===== src/rtl/decode_queue.sv =====
`default_nettype none
// ============================================================================
// Module   : decode_queue
// Brief    : Show-ahead circular instruction buffer between fetch and decode.
//            Entries carry predecode flags, and a flush empties the buffer.
// Revision : 1.0 - initial release
// ============================================================================
module decode_queue #(
    parameter int DEPTH = 4,
    parameter int WIDTH = 32,
    parameter int CW    = $clog2(DEPTH + 1)
) (
    input  logic             clock,
    input  logic             reset_n,
    input  logic             in_valid,
    output logic             in_ready,
    input  logic [WIDTH-1:0] in_instruction,
    input  logic [WIDTH-1:0] in_pc_plus_four,
    output logic             out_valid,
    input  logic             out_ready,
    output logic [WIDTH-1:0] out_instruction,
    output logic [WIDTH-1:0] out_pc_plus_four,
    output logic             out_is_branch,
    output logic             out_is_mf,
    output logic             out_is_div,
    input  logic             flush,
    output logic [CW-1:0]    count
);

    localparam int          PW      = $clog2(DEPTH);
    localparam logic [CW-1:0] C_DEPTH = CW'(DEPTH);

    logic [PW-1:0]    wr_ptr_q, wr_ptr_d;
    logic [PW-1:0]    rd_ptr_q, rd_ptr_d;
    logic [CW-1:0]    count_q,  count_d;

    logic [WIDTH-1:0] instr_mem [DEPTH];
    logic [WIDTH-1:0] pc_mem    [DEPTH];
    logic [2:0]       flag_mem  [DEPTH];

    logic             push;
    logic             pop;
    logic [5:0]       op;
    logic [5:0]       funct;
    logic [2:0]       in_flags;
    logic             unused_instr_bits;

    assign in_ready  = (count_q < C_DEPTH);
    assign out_valid = (count_q != '0);
    assign count     = count_q;

    assign push = in_valid  & in_ready  & ~flush;
    assign pop  = out_valid & out_ready & ~flush;

    assign op                = in_instruction[31:26];
    assign funct             = in_instruction[5:0];
    assign unused_instr_bits = ^in_instruction[25:6];

    // Flag vector layout: {is_branch, is_mf, is_div}
    always_comb begin
        in_flags = 3'b000;
        if (op >= 6'h01 && op <= 6'h07) begin
            in_flags[2] = 1'b1;
        end
        if (op == 6'h00) begin
            in_flags[2] = (funct == 6'h08) || (funct == 6'h09);
            in_flags[1] = (funct == 6'h10) || (funct == 6'h12);
            in_flags[0] = (funct == 6'h1A) || (funct == 6'h1B);
        end
    end

    always_comb begin
        wr_ptr_d = wr_ptr_q;
        rd_ptr_d = rd_ptr_q;
        count_d  = count_q;
        if (flush) begin
            wr_ptr_d = '0;
            rd_ptr_d = '0;
            count_d  = '0;
        end else begin
            if (push) begin
                wr_ptr_d = wr_ptr_q + PW'(1);
            end
            if (pop) begin
                rd_ptr_d = rd_ptr_q + PW'(1);
            end
            case ({push, pop})
                2'b10:   count_d = count_q + CW'(1);
                2'b01:   count_d = count_q - CW'(1);
                default: count_d = count_q;
            endcase
        end
    end

    always_ff @(posedge clock or negedge reset_n) begin
        if (!reset_n) begin
            wr_ptr_q <= '0;
            rd_ptr_q <= '0;
            count_q  <= '0;
        end else begin
            wr_ptr_q <= wr_ptr_d;
            rd_ptr_q <= rd_ptr_d;
            count_q  <= count_d;
        end
    end

    // Payload storage carries no reset; validity is tracked by count alone.
    always_ff @(posedge clock) begin
        if (push) begin
            instr_mem[wr_ptr_q] <= in_instruction;
            pc_mem[wr_ptr_q]    <= in_pc_plus_four;
            flag_mem[wr_ptr_q]  <= in_flags;
        end
    end

    always_comb begin
        out_instruction  = '0;
        out_pc_plus_four = '0;
        out_is_branch    = 1'b0;
        out_is_mf        = 1'b0;
        out_is_div       = 1'b0;
        if (out_valid) begin
            out_instruction  = instr_mem[rd_ptr_q];
            out_pc_plus_four = pc_mem[rd_ptr_q];
            out_is_branch    = flag_mem[rd_ptr_q][2];
            out_is_mf        = flag_mem[rd_ptr_q][1];
            out_is_div       = flag_mem[rd_ptr_q][0];
        end
    end

endmodule
`default_nettype wire


===== config.mk =====
export PLATFORM = sky130hd
export DESIGN_NAME = decode_queue
export DESIGN_NICKNAME = d
export VERILOG_FILES = /design/src/rtl/decode_queue.sv
export SDC_FILE = /design/constraint.sdc
export NUM_CORES = 1
export LEC_CHECK = 0
export ABC_AREA = 1
export ABC_CLOCK_PERIOD_IN_PS = 4500
export CORE_MARGIN = 2
export CORE_UTILIZATION = 23
export CTS_BUF_LIST = sky130_fd_sc_hd__clkbuf_8
export DETAILED_ROUTE_END_ITERATION = 7
export HOLD_SLACK_MARGIN = 0.03
export PLACE_DENSITY = 0.49
export SLEW_MARGIN = 15
export SYNTH_ARGS = -nofsm -noshare
export SYNTH_HDL_FRONTEND = slang
export SYNTH_SLANG_ARGS = --single-unit
export TNS_END_PERCENT = 50

===== constraint.sdc =====
create_clock -name clock -period 4.5 [get_ports clock]
set_clock_uncertainty 0.1 [all_clocks]
set_input_delay 0.9 -clock clock [delete_from_list [all_inputs] [get_ports clock]]
set_output_delay 0.9 -clock clock [all_outputs]
set_load 0.01 [all_outputs]

==> results of run 1 <==
-- power groups by stage --
stage	clock, W	sequential, W	combinational (W)
4_1_cts	0.00215	0.00304	0.00254
6_report	0.00204	0.00303	0.00247
3_3_place_gp	0	0.00309	0.00253
2_1_floorplan	0	0.00308	0.00123
3_5_place_dp	0	0.00309	0.00252
5_1_grt	0.00225	0.00305	0.00271
-- path summary, 6_finish.rpt --
kind,end,depth (start not counted)
setup reg to reg,flag_mem[1][0],4
min in group asynchronous,rd_ptr_q[1],1
max in group asynchronous,rd_ptr_q[0],1
hold reg to reg,count[0],2
hold / removal,count[0],2
setup / recovery,out_pc_plus_four[6],5
-- routing by layer --
metal	vias to the layer above	routed length (um)	track usage, %
li1	3367	-	-
met1	3378	12200	14.0
met2	151	13600	19.1
met3	48	1340	3.02
met4	2	675	4.05
met5	-	13	0
-- worst reg2reg max path: cells and delay by family (launching register included) --
kind | cells | cell delay [ns]
buf+inv | 2 | 0.46
flops | 1 | 0.45
simple gates | 2 | 1.05
-- per-stage QoR --
| stage | util, % | hold WS (ns) | area, um^2 | worst slack (ns) | total power (W) |
|---|---|---|---|---|---|
| floorplan | - | 0.475 | 10900 | -0.0602 | 0.00430 |
| global placement | 27.9 | 0.471 | 13000 | 0.997 | 0.00561 |
| detailed placement | 27.9 | 0.475 | 13000 | 1.02 | 0.00561 |
| CTS | 29.7 | 0.435 | 13800 | 0.312 | 0.00772 |
| global route | 29.7 | 0.452 | 13900 | 0.219 | 0.00801 |
| finish | 29.7 | 0.485 | 13900 | 0.488 | 0.00755 |
-- synth_stat cells, types with 3 or more instances --
library cell / count
a21oi_1: 69
o21ai_1: 49
edfxtp_1: 268
clkbuf_2: 4
dfrtp_1: 7
nor2_1: 276
buf_2: 16
clkbuf_1: 15
buf_6: 11
nand2_1: 20
inv_2: 3
ha_1: 4
o21ai_0: 89
inv_1: 13
nor3_1: 3
buf_1: 4
nand3_1: 5
-- final cells by class --
type                            instances  area (um^2)
Antenna cell                            1         2.50
Clock inverter                         39          196
Multi-Input combinational cell        522         2330
Clock buffer                           47          647
Tap cell                              607          759
Inverter                               17         68.8
Sequential cell                       275         8230
Fill cell                            4821        32800
Timing Repair Buffer                  157         1620
-- cell families after synthesis --
family / synth area share [%]
AOI/OAI and AO/OA: 9.66
xor gates and xnor gates: 0.0804
adders and majority gates: 0.643
buffers and inverters: 3.39
DFF: 75.5
and+or+nand+nor: 10.7
-- registers in the layout, indices dropped and copies added, names as in the netlist --
signal and count:
count 3, flag_mem 12, instr_mem 128, pc_mem 128, rd_ptr_q 2, wr_ptr_q 2
==> flow_metrics.env, run 1 <==
export IMPL_status="finished with violations"
export IMPL_violations="DRC"
export IMPL_switching_share_pct=32.7
export IMPL_synthesis_nets=939
export IMPL_p_leak_nw=4.64
export IMPL_avgSynthCellArea_um2=12.6
export IMPL_ys_async_sr_fraction_pct=2.55
export IMPL_cts_resized=0
export IMPL_cp_end_kind="primary output"
export IMPL_worstHoldStart="count[0]"
export IMPL_area_growth_pct=27.2
export IMPL_cpPeakStageDelay_ns=0.60
export IMPL_cp_cell_sequence="inv_4 -> buf_4 -> o21ai_0 -> a21oi_1 -> clkdlybuf4s50_1"
export IMPL_vias_per_cell=4.17
export IMPL_worst_pin_slew_ns=0.656
export IMPL_antenna_found_initial=2
export IMPL_synth_top_area_share_pct=73.9
export IMPL_critPathLaunch="rd_ptr_q[0]"
export IMPL_place_inst=1578
export IMPL_power_switching_w=0.00247
export IMPL_final_cell_mix="272 x nor2_1, 268 x edfxtp_1, 140 x clkdlybuf4s50_1"
export IMPL_grt_max_degree=79
export IMPL_routedWlPerCell_um=16.7
export IMPL_critPathSlowestCell="dfrtp_4"
export IMPL_clk_latency_ns=0.59
export IMPL_rr_startpoint="count[2]"
export IMPL_final_instance_count_excl_fill=1665
export IMPL_relSlewSlack_pct=56.2
export IMPL_p_seq_share_pct=40.2
export IMPL_synth_ff_type="edfxtp_1"
export IMPL_clock_path_buffers=3
export IMPL_cts_tree="yes"
export IMPL_die_area_mm2=0.0491
export IMPL_power_density_mw_per_mm2=545
export IMPL_clk_pin_slew_worst_paths_ns=0.06
export IMPL_postCtsSetupRepairBufs=0
export IMPL_htree_levels=2
export IMPL_first_global_vias=7146
export IMPL_fmax_ghz=0.249
export IMPL_critPathBufInv=3
export IMPL_cts_made_buffers=47
export IMPL_cp_start_kind="flip-flop"
export IMPL_drtIter0Drc=354
export IMPL_period_share_pct=89.2
export IMPL_drive_above_1_share_pct=8.14
export IMPL_grt_total_usage_pct=11.3
export IMPL_drc_errors=8
export IMPL_critPathTopFamily="buffers and inverters"
export IMPL_setup_viol=0
export IMPL_ant_nets=0
export IMPL_syn_inst=865
export IMPL_p_clk_share_pct=27.1
export IMPL_intPower_w=0.00508
export IMPL_die_h_um=222
export IMPL_wl_um=27800
export IMPL_syn_area_mm2=0.0109
export IMPL_ir_drop_uv=364
export IMPL_setup_tns_ns=0
export IMPL_grt_ovfl_total=0
export IMPL_start_util_pct=23.3
export IMPL_pwr_share_comb_pct=32.7
export IMPL_synth_seq_cells=275
export IMPL_grt_pass1_wl_um=42700
export IMPL_post_route_min_period_ns=4.01
export IMPL_drt_pass1_iter_count=6
export IMPL_critical_path_class="flip-flop to primary output"
export IMPL_nNetsFinal=1094
export IMPL_final_common_cell="nor2_1"
export IMPL_synth_edff_count=268
export IMPL_synth_seq_area_share_pct=75.5
export IMPL_portBuffers=140
export IMPL_hpwl_um=15500
export IMPL_cts_root_buf="clkbuf_8"
export IMPL_arrival_ns=3.01
export IMPL_drv_slew=0
export IMPL_synthTopCellsByArea="edfxtp_1 74%, nor2_1 9.5%, o21ai_0 4.1%"
export IMPL_worstHoldPathType="flip-flop to flip-flop"
export IMPL_yosysWarnings=0
export IMPL_ys_types=26
export IMPL_fp_dieW_um=222
export IMPL_rows=79
export IMPL_cts_hold_buf=0
export IMPL_maxCapViolations=0
export IMPL_ios=141
export IMPL_path_max_fanout=42
export IMPL_r2r_setup_slack_ns=2.12
export IMPL_rsz0062_at_grt="false"
export IMPL_synth_largest_area_cell="edfxtp_1"
export IMPL_cp_data_required_time_ns=3.50
export IMPL_hold_violations=0
export IMPL_clock_sinks=275
export IMPL_num_vias=6946
export IMPL_gp_congestion=0.719
export IMPL_core_area_mm2=0.0467
Note: power is estimated with default switching activity, not from simulation.
==> run 2, diff against run 1 <==
Settings changed: CORE_MARGIN 2 to not set.
==> flow_metrics.env, run 2 (synthesis results as in run 1) <==
export IMPL_switching_share_pct=32.4
export IMPL_placed_area_mm2=0.0130
export IMPL_nNetsFinal=1092
export IMPL_final_common_cell="nor2_1"
export IMPL_die_area_mm2=0.0482
export IMPL_cts_hold_buf=0
export IMPL_rr_startpoint="count[2]"
export IMPL_fp_dieW_um=220
export IMPL_portBuffers=140
export IMPL_reg2reg_depth=4
export IMPL_hpwl_um=14800
export IMPL_start_util_pct=23.3
export IMPL_ir_drop_uv=283
export IMPL_critical_path_class="flip-flop to primary output"
export IMPL_drtIter0Drc=350
export IMPL_grt_ovfl_total=0
export IMPL_cts_root_buf="clkbuf_8"
export IMPL_routedWlPerCell_um=16.5
export IMPL_maxCapViolations=0
export IMPL_drive_above_1_share_pct=7.77
export IMPL_relSlewSlack_pct=41.6
export IMPL_drc_errors=12
export IMPL_cts_made_buffers=48
export IMPL_grt_total_usage_pct=11.5
export IMPL_worst_pin_slew_ns=0.876
export IMPL_worstHoldStart="count[1]"
export IMPL_r2r_setup_slack_ns=2.13
export IMPL_first_global_vias=6973
export IMPL_clock_sinks=275
export IMPL_design_area_mm2=0.0139
export IMPL_post_route_min_period_ns=4.04
export IMPL_violations="DRC"
export IMPL_critPathTopFamily="buffers and inverters"
export IMPL_largestRegisters="instr_mem (128), pc_mem (128), flag_mem (12)"
export IMPL_r2r_end="instr_mem[3][11]"
export IMPL_p_leak_nw=4.64
export IMPL_clk_latency_ns=0.57
export IMPL_cp_cell_sequence="inv_4 -> buf_12 -> o21ai_0 -> a21oi_1 -> clkdlybuf4s50_1"
export IMPL_drt_pass1_iter_count=6
export IMPL_intPower_w=0.00517
export IMPL_core_area_mm2=0.0467
export IMPL_power_density_mw_per_mm2=551
export IMPL_wl_um=27400
export IMPL_cp_depth=5
export IMPL_grt_max_degree=68
export IMPL_cp_start_kind="flip-flop"
export IMPL_setup_tns_ns=0
export IMPL_critPathSlowestCell="dfrtp_4"
export IMPL_setup_viol=0
export IMPL_clk_pin_slew_worst_paths_ns=0.06
export IMPL_hold_path_endpoint="count[1]"
export IMPL_die_h_um=220
export IMPL_worstHoldPathType="flip-flop to flip-flop"
export IMPL_rows=79
export IMPL_clock_path_buffers=3
export IMPL_hold_violations=0
export IMPL_fmax_ghz=0.247
export IMPL_ant_nets=0
export IMPL_cts_tree="yes"
export IMPL_antenna_found_initial=1
export IMPL_rsz0062_at_grt="false"
export IMPL_min_path_cells=2
export IMPL_final_cell_mix="272 x nor2_1, 268 x edfxtp_1, 140 x clkdlybuf4s50_1"
export IMPL_critPathBufInv=3
export IMPL_p_clk_share_pct=27.9
export IMPL_htree_levels=2
export IMPL_power_switching_w=0.00247
export IMPL_fill_cells=4781
export IMPL_pwr_share_comb_pct=32.2
export IMPL_period_share_pct=89.8
export IMPL_finalPower_w=0.00764
export IMPL_cp_data_required_time_ns=3.50
export IMPL_p_seq_share_pct=39.9
export IMPL_num_vias=6919
export IMPL_grt_pass1_wl_um=41200
export IMPL_cp_end_kind="primary output"
export IMPL_status="finished with violations"
export IMPL_postCtsSetupRepairBufs=0
export IMPL_area_growth_pct=27.3
export IMPL_vias_per_cell=4.16
export IMPL_arrival_ns=3.04
export IMPL_cts_resized=0
export IMPL_ios=141
export IMPL_gp_congestion=0.700
export IMPL_drv_slew=0
export IMPL_path_max_fanout=65
export IMPL_cpPeakStageDelay_ns=0.66
==> run 2: final cells by class <==
class	instances	area, um^2	area share (%)
diodes	1	2.50	0.0180
clock buffers	49	674	4.86
well taps	607	759	5.47
clock inverters	38	200	1.44
flip-flops and latches	275	8230	59.3
multi-input cells	522	2330	16.8
inverters	17	67.6	0.487
repair buffers	154	1610	11.6
==> run 2: worst max-delay path by stage <==
stage,startpoint,to,slack [ns]
2_1_floorplan,flush,flag_mem[0][0],-0.06
3_3_place_gp,rd_ptr_q[0],out_instruction[31],0.99
3_5_place_dp,rd_ptr_q[0],out_pc_plus_four[21],1.00
4_1_cts,rd_ptr_q[0],out_pc_plus_four[21],0.34
5_1_grt,rd_ptr_q[0],out_pc_plus_four[13],0.21
6_report,rd_ptr_q[0],out_instruction[14],0.46
==> run 2: metal layers <==
metal,part of all wire (%),vias to the layer above,wire [um],track usage (%)
met1,44,3346,12000,14.2
met2,48,155,13200,19.4
met3,5.2,49,1410,2.31
met5,0,-,0,0
li1,-,3369,-,-
met4,2.6,0,713,5.08
==> run 2: per-stage QoR <==
stage	std cells	hold slack (ns)	setup slack [ns]	utilization [%]
after detailed placement	1575	0.467	1.00	27.9
after global placement	1575	0.461	0.994	27.9
after global routing	1663	0.494	0.209	29.7
after floorplan	865	0.475	-0.0602	-
after CTS	1662	0.468	0.337	29.7
final	1663	0.475	0.459	29.7
==> run 2: tightest hold or removal path, cell delays in order (launching register included) <==
cell     delay [ns]
dfrtp_1        0.41
nand2_1        0.07
nand2_1        0.06
==> run 2: power groups by stage <==
stage / logic, W / registers (W) / clock network (W)
after floorplan: 0.00123 / 0.00308 / 0
after global placement: 0.00252 / 0.00310 / 0
after detailed placement: 0.00252 / 0.00310 / 0
after CTS: 0.00254 / 0.00305 / 0.00223
after global routing: 0.00272 / 0.00306 / 0.00234
final: 0.00246 / 0.00305 / 0.00213
==> run 3, diff against run 2 <==
Settings changed: DONT_BUFFER_PORTS set to 1, PLACE_DENSITY 0.49 to 0.45.
==> flow_metrics.env, run 3 (synthesis results as in run 1) <==
export IMPL_drt_pass1_iter_count=8
export IMPL_multiInputGateArea_mm2=0.00233
export IMPL_drc_errors=12
export IMPL_p_leak_nw=4.11
export IMPL_reg2reg_depth=4
export IMPL_drv_slew=0
export IMPL_cts_tree="yes"
export IMPL_setup_viol=0
export IMPL_clock_path_buffers=3
export IMPL_arrival_ns=2.45
export IMPL_worstHoldPathType="primary input to flip-flop"
export IMPL_post_route_min_period_ns=3.45
export IMPL_clock_sinks=275
export IMPL_worstHoldStart="in_instruction[8]"
export IMPL_clk_latency_ns=0.59
export IMPL_rr_startpoint="count[2]"
export IMPL_place_ws_ns=1.43
export IMPL_timing_final_ws_setup_ns=1.05
export IMPL_num_vias=6387
export IMPL_final_cell_mix="272 x nor2_1, 268 x edfxtp_1, 89 x o21ai_0"
export IMPL_drive_above_1_share_pct=9.37
export IMPL_core_area_mm2=0.0467
export IMPL_htree_levels=2
export IMPL_die_h_um=220
export IMPL_start_util_pct=23.3
export IMPL_power_density_mw_per_mm2=547
export IMPL_maxCapViolations=0
export IMPL_cp_start_kind="flip-flop"
export IMPL_cp_end_kind="primary output"
export IMPL_register_area_mm2=0.00823
export IMPL_die_area_mm2=0.0482
export IMPL_fp_dieW_um=220
export IMPL_area_growth_pct=14.4
export IMPL_drtIter0Drc=372
export IMPL_routedWlPerCell_um=17.5
export IMPL_final_common_cell="nor2_1"
export IMPL_antenna_found_initial=0
export IMPL_ir_drop_uv=285
export IMPL_wl_um=26700
export IMPL_ios=141
export IMPL_critical_path_class="flip-flop to primary output"
export IMPL_cts_made_buffers=49
export IMPL_n_antenna_cell=0
export IMPL_r2r_end="pc_mem[2][26]"
export IMPL_hold_path_endpoint="instr_mem[1][8]"
export IMPL_ant_nets=0
export IMPL_first_global_vias=6540
export IMPL_grt_ovfl_total=0
export IMPL_violations="DRC"
export IMPL_grt_max_degree=73
export IMPL_design_area_mm2=0.0125
export IMPL_grt_total_usage_pct=11.2
export IMPL_period_share_pct=76.6
export IMPL_cts_root_buf="clkbuf_8"
export IMPL_hold_violations=0
export IMPL_vias_per_cell=4.19
export IMPL_min_path_cells=0
export IMPL_relSlewSlack_pct=49.5
export IMPL_path_max_fanout=36
export IMPL_fill_cells=4828
export IMPL_rows=79
export IMPL_worst_pin_slew_ns=0.756
export IMPL_portBuffers=0
export IMPL_placed_area_mm2=0.0116
export IMPL_status="finished with violations"
export IMPL_gp_congestion=0.746
export IMPL_fmax_ghz=0.290
export IMPL_clk_pin_slew_worst_paths_ns=0.07
export IMPL_largestRegisters="instr_mem (128), pc_mem (128), flag_mem (12)"
export IMPL_grt_pass1_wl_um=40200
export IMPL_r2r_setup_slack_ns=1.89
export IMPL_hpwl_um=15400
export IMPL_rsz0062_at_grt="false"
export IMPL_nNetsFinal=955
export IMPL_cp_data_required_time_ns=3.50
==> run 3: per-layer routing <==
| metal | up-vias | global-route usage, % | routed length, um |
|---|---|---|---|
| li1 | 3091 | - | - |
| met1 | 3097 | 13.3 | 11300 |
| met2 | 152 | 18.8 | 13100 |
| met3 | 47 | 3.22 | 1570 |
| met4 | 0 | 4.87 | 674 |
| met5 | - | 0 | 0 |
==> run 3: cell type report <==
class | count | area share [%]
inverters | 17 | 0.542
clock inverters | 37 | 1.61
well taps | 607 | 6.09
clock buffers | 51 | 5.63
multi-input cells | 522 | 18.7
repair buffers | 16 | 1.39
flip-flops and latches | 275 | 66.0
==> run 3: report_power, final <==
part / internal [W] / switching (W)
Combinational: 0.000369 / 0.00124
Clock: 0.00116 / 0.00101
Sequential: 0.00297 / 0.0000711
==> run 3: repair_timing <==
item	in CTS	in global routing
endpoints found under the hold margin	7	0
hold buffers	1	0
buffers inserted	0	0
gates resized for setup	0	0
==> run 3: critical path, stage by stage, from the launching register on <==
cell and delay [ns]:
dfrtp_1 0.47, nor2_1 0.16, nand2_2 0.13, inv_2 0.58, buf_12 0.32, a21oi_1 0.16
==> run 3: how the worst max path moves through the flow <==
stage | from | to | slack (ns) | depth (start not counted)
after floorplan | flush | flag_mem[0][0] | -0.06 | 3
after global placement | flush | pc_mem[2][28] | 1.47 | 4
after detailed placement | flush | pc_mem[2][28] | 1.43 | 4
after CTS | count[2] | out_pc_plus_four[16] | 0.94 | 5
after global routing | rd_ptr_q[1] | out_is_branch | 0.84 | 5
final | count[2] | out_pc_plus_four[11] | 1.05 | 5
==> run 3: through the flow <==
stage / power [W] / TNS (ns) / hold slack, ns / util (%) / std cells
3_5_place_dp: 0.00477 / 0 / 0.505 / 24.8 / 1436
2_1_floorplan: 0.00430 / -16.13 / 0.475 / - / 865
6_report: 0.00682 / 0 / 0.294 / 26.7 / 1525
3_3_place_gp: 0.00476 / 0 / 0.505 / 24.8 / 1436
4_1_cts: 0.00701 / 0 / 0.219 / 26.7 / 1525
5_1_grt: 0.00725 / 0 / 0.237 / 26.7 / 1525
